**config.mk**
```make
export PLATFORM = sky130hd
export DESIGN_NAME = ps2_reg_ctrl_dual_flat
export DESIGN_NICKNAME = d
export VERILOG_FILES = /design/src/rtl/ps2_reg_ctrl_dual_if.sv /design/src/rtl/ps2_reg_ctrl_dual.sv /design/src/flat_wrapper.sv
export SDC_FILE = /design/constraint.sdc
export NUM_CORES = 1
export LEC_CHECK = 0
export CELL_PAD_IN_SITES_DETAIL_PLACEMENT = 1
export CELL_PAD_IN_SITES_GLOBAL_PLACEMENT = 1
export CORE_UTILIZATION = 25
export CTS_CLUSTER_DIAMETER = 30
export DETAILED_ROUTE_END_ITERATION = 6
export PLACE_DENSITY_LB_ADDON = 0.1
export SKIP_CTS_REPAIR_TIMING = 1
export SLEW_MARGIN = 40
export SYNTH_ARGS = -nofsm -noshare
export SYNTH_HDL_FRONTEND = slang
export SYNTH_SLANG_ARGS = --single-unit
```
**constraint.sdc**
```tcl
create_clock -name OPB_Clk -period 4.3 [get_ports OPB_Clk]
set_clock_uncertainty 0.2 [all_clocks]
set_input_delay 0.645 -clock OPB_Clk [delete_from_list [all_inputs] [get_ports OPB_Clk]]
set_output_delay 0.645 -clock OPB_Clk [all_outputs]
set_load 0.03 [all_outputs]
```
**src/rtl/ps2_reg_ctrl_dual_if.sv**
```systemverilog
// OPB IPIF register-protocol bundle between the IPIF and the dual-port
// PS/2 register controller. Bit ordering follows the IPIF: index 0 is the
// MSB of data words and chip-enable 0 selects port 0 STATUS.
interface ps2_reg_ctrl_dual_if;
    logic [0:15] Bus2IP_RegCE;
    logic [0:7]  Bus2IP_Data;
    logic        Bus2IP_RdReq;
    logic        Bus2IP_WrReq;
    logic [0:7]  IP2Bus_Data;
    logic        IP2Bus_RdAck;
    logic        IP2Bus_WrAck;
    logic        IP2Bus_Error;
    logic        IP2Bus_Retry;
    logic        IP2Bus_ToutSup;
    logic        IP2Bus_Intr1;
    logic        IP2Bus_Intr2;

    modport slave (
        input  Bus2IP_RegCE, Bus2IP_Data, Bus2IP_RdReq, Bus2IP_WrReq,
        output IP2Bus_Data, IP2Bus_RdAck, IP2Bus_WrAck, IP2Bus_Error,
               IP2Bus_Retry, IP2Bus_ToutSup, IP2Bus_Intr1, IP2Bus_Intr2
    );

    modport master (
        output Bus2IP_RegCE, Bus2IP_Data, Bus2IP_RdReq, Bus2IP_WrReq,
        input  IP2Bus_Data, IP2Bus_RdAck, IP2Bus_WrAck, IP2Bus_Error,
               IP2Bus_Retry, IP2Bus_ToutSup, IP2Bus_Intr1, IP2Bus_Intr2
    );
endinterface

```
**src/rtl/ps2_reg_ctrl_dual.sv**
```systemverilog
// Register controller for a dual-port PS/2 peripheral behind the OPB IPIF.
// Decodes the 16 register chip-enables (8 per port), keeps per-port
// receive byte, interrupt status/mask and transmit byte, launches transmits
// into the serial engines and drives the two interrupt lines.
// Optional build macro PS2_TX_RETRY_EN: a TXDATA write while the port is
// still transmitting is answered with IP2Bus_Retry instead of WrAck+Error.
module ps2_reg_ctrl_dual #(
    parameter int C_TX_HOLD_MAX = 8
) (
    input  logic               OPB_Clk,
    input  logic               OPB_Rst_n,
    ps2_reg_ctrl_dual_if.slave bus,
    input  logic [1:0]         rx_valid,
    input  logic [1:0]         rx_err,
    input  logic [15:0]        rx_data,
    output logic [1:0]         tx_start,
    output logic [15:0]        tx_data,
    input  logic [1:0]         tx_busy,
    input  logic [1:0]         tx_done,
    input  logic [1:0]         tx_noack
);

    localparam logic [2:0] REG_STATUS  = 3'd0;
    localparam logic [2:0] REG_RXDATA  = 3'd1;
    localparam logic [2:0] REG_TXDATA  = 3'd2;
    localparam logic [2:0] REG_INTSTA  = 3'd3;
    localparam logic [2:0] REG_INTMASK = 3'd4;

    localparam int               CNT_W    = $clog2(C_TX_HOLD_MAX + 1);
    localparam logic [CNT_W-1:0] CNT_LAST = CNT_W'(C_TX_HOLD_MAX - 1);

    typedef enum logic {IDLE, RESP} state_t;
    typedef enum logic [1:0] {ACT_NONE, ACT_RXCLR, ACT_WRITE} act_t;

    state_t state;
    act_t   pend_act;
    logic   pend_port;
    logic [2:0] pend_reg;
    logic [7:0] pend_wdata;

    logic [1:0]            rx_full;
    logic [1:0][7:0]       rx_byte;
    logic [1:0][7:0]       intsta;
    logic [1:0][7:0]       intmask;
    logic [1:0][7:0]       tx_byte;
    logic [1:0][CNT_W-1:0] hold_cnt;

    logic [7:0] wdata;
    logic [3:0] ce_idx;
    logic       ce_single;
    logic       sel_port;
    logic [2:0] sel_reg;
    logic [1:0] tx_active;
    logic       rd_legal;
    logic       wr_legal;
    logic       tx_blocked;
    logic [7:0] rd_value;

    logic [1:0]      rx_take;
    logic [1:0]      rx_drop;
    logic [1:0]      rx_clear;
    logic [1:0]      tx_load;
    logic [1:0]      mask_load;
    logic [1:0]      tx_fail;
    logic [1:0][7:0] sta_set;
    logic [1:0][7:0] sta_clr;

    assign tx_active = tx_start | tx_busy;
    assign wdata     = bus.Bus2IP_Data;
    assign ce_single = ($countones(bus.Bus2IP_RegCE) == 1);
    assign sel_port  = ce_idx[3];
    assign sel_reg   = ce_idx[2:0];
    assign tx_data   = tx_byte;

    assign bus.IP2Bus_ToutSup = 1'b0;

    // Locate the selected chip-enable; only meaningful when exactly one is set
    always_comb begin
        ce_idx = '0;
        for (int i = 0; i < 16; i++) begin
            if (bus.Bus2IP_RegCE[i]) ce_idx = 4'(i);
        end
    end

    // Classify the request and build the read word for the selected register
    always_comb begin
        rd_legal   = ce_single && (sel_reg == REG_STATUS || sel_reg == REG_RXDATA ||
                                   sel_reg == REG_INTSTA || sel_reg == REG_INTMASK);
        wr_legal   = ce_single && (sel_reg == REG_TXDATA || sel_reg == REG_INTSTA ||
                                   sel_reg == REG_INTMASK);
        tx_blocked = (sel_reg == REG_TXDATA) && tx_active[sel_port];
        case (sel_reg)
            REG_STATUS:  rd_value = {rx_full[sel_port], tx_active[sel_port], 6'b000000};
            REG_RXDATA:  rd_value = rx_byte[sel_port];
            REG_INTSTA:  rd_value = intsta[sel_port];
            REG_INTMASK: rd_value = intmask[sel_port];
            default:     rd_value = 8'h00;
        endcase
    end

    // Per-port event decode: receive, pending register side-effects, transmit timeout
    always_comb begin
        for (int p = 0; p < 2; p++) begin
            rx_take[p]   = rx_valid[p] & ~rx_err[p] & ~rx_full[p];
            rx_drop[p]   = rx_valid[p] & ~rx_err[p] & rx_full[p];
            rx_clear[p]  = (state == RESP) && (pend_port == 1'(p)) && (pend_act == ACT_RXCLR);
            tx_load[p]   = (state == RESP) && (pend_port == 1'(p)) && (pend_act == ACT_WRITE) &&
                           (pend_reg == REG_TXDATA);
            mask_load[p] = (state == RESP) && (pend_port == 1'(p)) && (pend_act == ACT_WRITE) &&
                           (pend_reg == REG_INTMASK);
            sta_clr[p]   = ((state == RESP) && (pend_port == 1'(p)) && (pend_act == ACT_WRITE) &&
                            (pend_reg == REG_INTSTA)) ? pend_wdata : 8'h00;
            tx_fail[p]   = tx_start[p] & ~tx_busy[p] & (hold_cnt[p] == CNT_LAST);
            sta_set[p]   = {rx_take[p], rx_err[p], rx_drop[p], tx_done[p],
                            tx_noack[p] | tx_fail[p], 3'b000};
        end
    end

    // Bus FSM: answer each request one cycle later and latch its side-effect
    always_ff @(posedge OPB_Clk or negedge OPB_Rst_n) begin
        if (!OPB_Rst_n) begin
            state             <= IDLE;
            pend_act          <= ACT_NONE;
            pend_port         <= 1'b0;
            pend_reg          <= 3'd0;
            pend_wdata        <= 8'h00;
            bus.IP2Bus_Data   <= 8'h00;
            bus.IP2Bus_RdAck  <= 1'b0;
            bus.IP2Bus_WrAck  <= 1'b0;
            bus.IP2Bus_Error  <= 1'b0;
            bus.IP2Bus_Retry  <= 1'b0;
        end else begin
            case (state)
                IDLE: begin
                    if (bus.Bus2IP_RdReq || bus.Bus2IP_WrReq) begin
                        state      <= RESP;
                        pend_port  <= sel_port;
                        pend_reg   <= sel_reg;
                        pend_wdata <= wdata;
                        if (bus.Bus2IP_RdReq) begin
                            bus.IP2Bus_RdAck <= 1'b1;
                            bus.IP2Bus_Error <= ~rd_legal;
                            bus.IP2Bus_Data  <= rd_legal ? rd_value : 8'h00;
                            pend_act         <= (rd_legal && sel_reg == REG_RXDATA) ? ACT_RXCLR
                                                                                    : ACT_NONE;
                        end else if (!wr_legal) begin
                            bus.IP2Bus_WrAck <= 1'b1;
                            bus.IP2Bus_Error <= 1'b1;
                            pend_act         <= ACT_NONE;
                        end else if (tx_blocked) begin
`ifdef PS2_TX_RETRY_EN
                            bus.IP2Bus_Retry <= 1'b1;
`else
                            bus.IP2Bus_WrAck <= 1'b1;
                            bus.IP2Bus_Error <= 1'b1;
`endif
                            pend_act         <= ACT_NONE;
                        end else begin
                            bus.IP2Bus_WrAck <= 1'b1;
                            pend_act         <= ACT_WRITE;
                        end
                    end
                end
                RESP: begin
                    state            <= IDLE;
                    pend_act         <= ACT_NONE;
                    bus.IP2Bus_Data  <= 8'h00;
                    bus.IP2Bus_RdAck <= 1'b0;
                    bus.IP2Bus_WrAck <= 1'b0;
                    bus.IP2Bus_Error <= 1'b0;
                    bus.IP2Bus_Retry <= 1'b0;
                end
                default: state <= IDLE;
            endcase
        end
    end

    // Per-port register file: receive capture, W1C status, mask, transmit launch/hold
    always_ff @(posedge OPB_Clk or negedge OPB_Rst_n) begin
        if (!OPB_Rst_n) begin
            rx_full  <= '0;
            rx_byte  <= '0;
            intsta   <= '0;
            intmask  <= '0;
            tx_byte  <= '0;
            tx_start <= '0;
            hold_cnt <= '0;
        end else begin
            for (int p = 0; p < 2; p++) begin
                if (rx_take[p]) begin
                    rx_byte[p] <= rx_data[8*p +: 8];
                    rx_full[p] <= 1'b1;
                end else if (rx_clear[p]) begin
                    rx_full[p] <= 1'b0;
                end

                // set wins over a same-cycle write-one-to-clear
                intsta[p] <= (intsta[p] & ~sta_clr[p]) | sta_set[p];

                if (mask_load[p]) intmask[p] <= pend_wdata;

                if (tx_load[p]) begin
                    tx_byte[p]  <= pend_wdata;
                    tx_start[p] <= 1'b1;
                    hold_cnt[p] <= '0;
                end else if (tx_start[p]) begin
                    if (tx_busy[p] || tx_fail[p]) tx_start[p] <= 1'b0;
                    else                          hold_cnt[p] <= hold_cnt[p] + 1'b1;
                end
            end
        end
    end

    // Interrupt lines follow the masked status one cycle later
    always_ff @(posedge OPB_Clk or negedge OPB_Rst_n) begin
        if (!OPB_Rst_n) begin
            bus.IP2Bus_Intr1 <= 1'b0;
            bus.IP2Bus_Intr2 <= 1'b0;
        end else begin
            bus.IP2Bus_Intr1 <= |(intsta[0] & intmask[0]);
            bus.IP2Bus_Intr2 <= |(intsta[1] & intmask[1]);
        end
    end

endmodule

```
**src/flat_wrapper.sv**
```systemverilog
// flat-port wrapper written by rule: the top's interface ports become plain ports
module ps2_reg_ctrl_dual_flat 
#(
    parameter int C_TX_HOLD_MAX = 8
)
  (OPB_Clk, OPB_Rst_n, rx_valid, rx_err, rx_data, tx_start, tx_data, tx_busy, tx_done, tx_noack, bus_Bus2IP_RegCE, bus_Bus2IP_Data, bus_Bus2IP_RdReq, bus_Bus2IP_WrReq, bus_IP2Bus_Data, bus_IP2Bus_RdAck, bus_IP2Bus_WrAck, bus_IP2Bus_Error, bus_IP2Bus_Retry, bus_IP2Bus_ToutSup, bus_IP2Bus_Intr1, bus_IP2Bus_Intr2);
  ps2_reg_ctrl_dual_if bus_i ();
  input  logic OPB_Clk;
  input  logic OPB_Rst_n;
  input  logic [1:0] rx_valid;
  input  logic [1:0] rx_err;
  input  logic [15:0] rx_data;
  output logic [1:0] tx_start;
  output logic [15:0] tx_data;
  input  logic [1:0] tx_busy;
  input  logic [1:0] tx_done;
  input  logic [1:0] tx_noack;
  input wire logic [$bits(bus_i.Bus2IP_RegCE)-1:0] bus_Bus2IP_RegCE;
  input wire logic [$bits(bus_i.Bus2IP_Data)-1:0] bus_Bus2IP_Data;
  input wire logic [$bits(bus_i.Bus2IP_RdReq)-1:0] bus_Bus2IP_RdReq;
  input wire logic [$bits(bus_i.Bus2IP_WrReq)-1:0] bus_Bus2IP_WrReq;
  output wire logic [$bits(bus_i.IP2Bus_Data)-1:0] bus_IP2Bus_Data;
  output wire logic [$bits(bus_i.IP2Bus_RdAck)-1:0] bus_IP2Bus_RdAck;
  output wire logic [$bits(bus_i.IP2Bus_WrAck)-1:0] bus_IP2Bus_WrAck;
  output wire logic [$bits(bus_i.IP2Bus_Error)-1:0] bus_IP2Bus_Error;
  output wire logic [$bits(bus_i.IP2Bus_Retry)-1:0] bus_IP2Bus_Retry;
  output wire logic [$bits(bus_i.IP2Bus_ToutSup)-1:0] bus_IP2Bus_ToutSup;
  output wire logic [$bits(bus_i.IP2Bus_Intr1)-1:0] bus_IP2Bus_Intr1;
  output wire logic [$bits(bus_i.IP2Bus_Intr2)-1:0] bus_IP2Bus_Intr2;
  assign bus_i.Bus2IP_RegCE = bus_Bus2IP_RegCE;
  assign bus_i.Bus2IP_Data = bus_Bus2IP_Data;
  assign bus_i.Bus2IP_RdReq = bus_Bus2IP_RdReq;
  assign bus_i.Bus2IP_WrReq = bus_Bus2IP_WrReq;
  assign bus_IP2Bus_Data = bus_i.IP2Bus_Data;
  assign bus_IP2Bus_RdAck = bus_i.IP2Bus_RdAck;
  assign bus_IP2Bus_WrAck = bus_i.IP2Bus_WrAck;
  assign bus_IP2Bus_Error = bus_i.IP2Bus_Error;
  assign bus_IP2Bus_Retry = bus_i.IP2Bus_Retry;
  assign bus_IP2Bus_ToutSup = bus_i.IP2Bus_ToutSup;
  assign bus_IP2Bus_Intr1 = bus_i.IP2Bus_Intr1;
  assign bus_IP2Bus_Intr2 = bus_i.IP2Bus_Intr2;
  ps2_reg_ctrl_dual #(.C_TX_HOLD_MAX(C_TX_HOLD_MAX)) u_core (.OPB_Clk(OPB_Clk), .OPB_Rst_n(OPB_Rst_n), .bus(bus_i), .rx_valid(rx_valid), .rx_err(rx_err), .rx_data(rx_data), .tx_start(tx_start), .tx_data(tx_data), .tx_busy(tx_busy), .tx_done(tx_done), .tx_noack(tx_noack));
endmodule
```
==> impl_metrics.env <==
export IMPL_total_power_mw=2.95
export IMPL_rows=53
export IMPL_worst_slack_ns=-0.799
export IMPL_drv_cap=0
export IMPL_timing_rr_end="u_core.intsta[11]"
export IMPL_die_area_sq_mm=0.0225
export IMPL_cp_required_ns=4.39
export IMPL_grt_ovfl_total=0
export IMPL_nets=720
export IMPL_final_max_slew_viol_count=0
export IMPL_die_x_um=150
export IMPL_cp_start_kind="input pin"
export IMPL_yosysMostFrequentCell="nand2_1"
export IMPL_critical_path_top_delay_family="adder cells"
export IMPL_cts_tree="done"
export IMPL_wire_per_inst_um=17.7
export IMPL_crit_arrival_ns=5.19
export IMPL_avgSynthCellArea_sq_um=10.4
export IMPL_syn2layout_area_growth_pct=33.2
export IMPL_path_buf_inv=3
export IMPL_synth_cell_types=59
export IMPL_io_pins=87
export IMPL_clk_latency_ns=0.35
export IMPL_synthTopCellsByCount="nand2_1, dfrtp_1, mux2_2"
export IMPL_grt_pass1_vias=4762
export IMPL_place_ws_ns=-1.64
export IMPL_clock_sink_count=104
export IMPL_num_vias=4268
export IMPL_p_clk_frac=0.269
export IMPL_yosys_warnings=0
export IMPL_die_h_um=150
export IMPL_critPathMaxFanout=3
export IMPL_postSynthCellCount=529
export IMPL_drc=0
export IMPL_cpMostUsedCell="fa_1"
export IMPL_violations="negative setup slack"
export IMPL_postSynth_asyncResetShare=1.00
export IMPL_clockBufferDepth=2
export IMPL_hold_viol_final=0
export IMPL_worst_pin_slew_ns=0.745
export IMPL_synth_edf_count=0
export IMPL_p_seq_frac=0.428
export IMPL_tns_ns=-5.85
export IMPL_grt_max_degree=73
export IMPL_leakagePower_nw=3.28
export IMPL_placedInstanceArea_sq_mm=0.00682
export IMPL_synth_area_leaders="dfrtp_1, mux2_2, nand2_1, ha_1, fa_1"
export IMPL_min_path_type="in2async"
export IMPL_antenna_cells=0
export IMPL_slew_headroom=0.501
export IMPL_peakVddDrop_mv=0.169
export IMPL_clk_pin_slew_ns=0.07
export IMPL_drive_gt1_frac=0.241
export IMPL_fin_hold_ws_ns=0.132
export IMPL_power_switching_uw=962
export IMPL_combinationalPowerShare=0.303
export IMPL_critPathKind="in2reg"
export IMPL_synth_top_area_frac=0.475
export IMPL_period_minus_slack_ns=5.10
export IMPL_ys_seq_area_frac=0.475
export IMPL_r2r_cells=5
export IMPL_cts_root_buffer="clkbuf_16"
export IMPL_end_kind="flip-flop"
export IMPL_viasPerCell=4.65
export IMPL_r2r_start="u_core.state"
export IMPL_wl_mm=16.2
export IMPL_core_sq_mm=0.0212
export IMPL_finalSetupViolations=11
export IMPL_fmax_ghz=0.196
export IMPL_first_pass_iters=4
export IMPL_first_iter_violations=188
export IMPL_fin_area_sq_mm=0.00729
export IMPL_post_dp_hpwl_mm=12.2
export IMPL_rsz0062_at_grt="true"
export IMPL_io_buffers=84
export IMPL_synth_area_leader_cell="dfrtp_1"
export IMPL_start_util=0.258
export IMPL_status="complete, but fails checks"
export IMPL_reg2reg_slack_ns=1.93
export IMPL_grt_usage=0.157
export IMPL_ant_nets=0
export IMPL_place_congestion=0.780
export IMPL_syn_area_sq_mm=0.00548
export IMPL_htreeDepth=3
export IMPL_path_cells="buf_8 -> ha_4 -> inv_2 -> fa_2 -> fa_2 -> fa_1 -> inv_2 -> fa_1 -> ha_2 -> fa_1 -> or4b_4 -> or3_4 -> o32a_1 -> o31ai_2 -> a22o_1"
export IMPL_ys_ff_latch=104
export IMPL_cts_buffers=9
export IMPL_grt_pass1_wl_mm=26.6
export IMPL_synth_top_flop_cell="dfrtp_1"
export IMPL_internal_power_mw=1.98
export IMPL_p_per_area_mw_per_mm2=404
export IMPL_switching_share=0.327
export IMPL_period_share=1.19
export IMPL_antenna_found_initial=0
export IMPL_max_stage_delay_ns=0.56
export IMPL_cpMaxStageDelayCell="or4b_4"
-- power by group through the flow --
stage	sequential, mW	combinational, mW	clock [mW]
3_5_place_dp	1.28	0.850	0
2_1_floorplan	1.30	0.460	0
4_1_cts	1.26	0.859	0.825
3_3_place_gp	1.28	0.821	0
6_report	1.26	0.892	0.793
5_1_grt	1.29	1.01	0.868
-- per-stage QoR --
stage,instances,util
after floorplan,530,-
after global placement,898,0.321
after detailed placement,898,0.321
after CTS,914,0.335
after global routing,917,0.344
final,917,0.344
-- per-layer routing --
metal	GRT usage	share of wire
met4	0.0369	0.0096
met5	0	0
met1	0.211	0.48
met2	0.259	0.48
met3	0.0296	0.033
-- final cells by class --
type | instances | area [sq um]
clock inverters | 5 | 38.8
flip-flops and latches | 104 | 2600
repair buffers | 111 | 1080
well taps | 275 | 344
fillers | 2352 | 13900
clock buffers | 11 | 243
inverters | 34 | 130
multi-input cells | 377 | 2850
-- worst max path at each step --
stage	startpoint	slack [ns]	cells after the start	endpoint
2_1_floorplan	bus_Bus2IP_RegCE[6]	-0.85	17	u_core.bus.IP2Bus_Error
3_3_place_gp	bus_Bus2IP_RegCE[7]	-1.53	14	u_core.bus.IP2Bus_Error
3_5_place_dp	bus_Bus2IP_RegCE[0]	-1.64	15	u_core.pend_act[1]
4_1_cts	bus_Bus2IP_RegCE[0]	-1.29	15	u_core.bus.IP2Bus_Error
5_1_grt	bus_Bus2IP_RegCE[2]	-0.94	17	u_core.pend_act[1]
6_report	bus_Bus2IP_RegCE[2]	-0.80	15	u_core.bus.IP2Bus_Error
-- logic make-up after synthesis --
family / Yosys count / synth area share
adder cells (fa/ha/maj): 29 / 0.0814
AND/OR/NAND/NOR: 209 / 0.181
buffers and inverters: 49 / 0.0354
XOR/XNOR: 6 / 0.00960
multiplexers: 56 / 0.116
flip-flops: 104 / 0.475
other: 1 / 0.000685
AO/OA/AOI/OAI: 75 / 0.101
-- cell usage in the layout, fill, tap and decap left out, types with 9 or more instances in the layout --
cell and count:
a211oi_1 9, a22oi_1 9, buf_4 25, buf_6 11, clkbuf_16 9, clkdlybuf4s50_1 71, dfrtp_1 104, ha_1 9
inv_1 17, inv_2 16, mux2_2 40, mux2i_1 14, nand2_1 114, nor2_1 29, nor3_1 15
No activity file was read; power rests on OpenSTA's default activity.
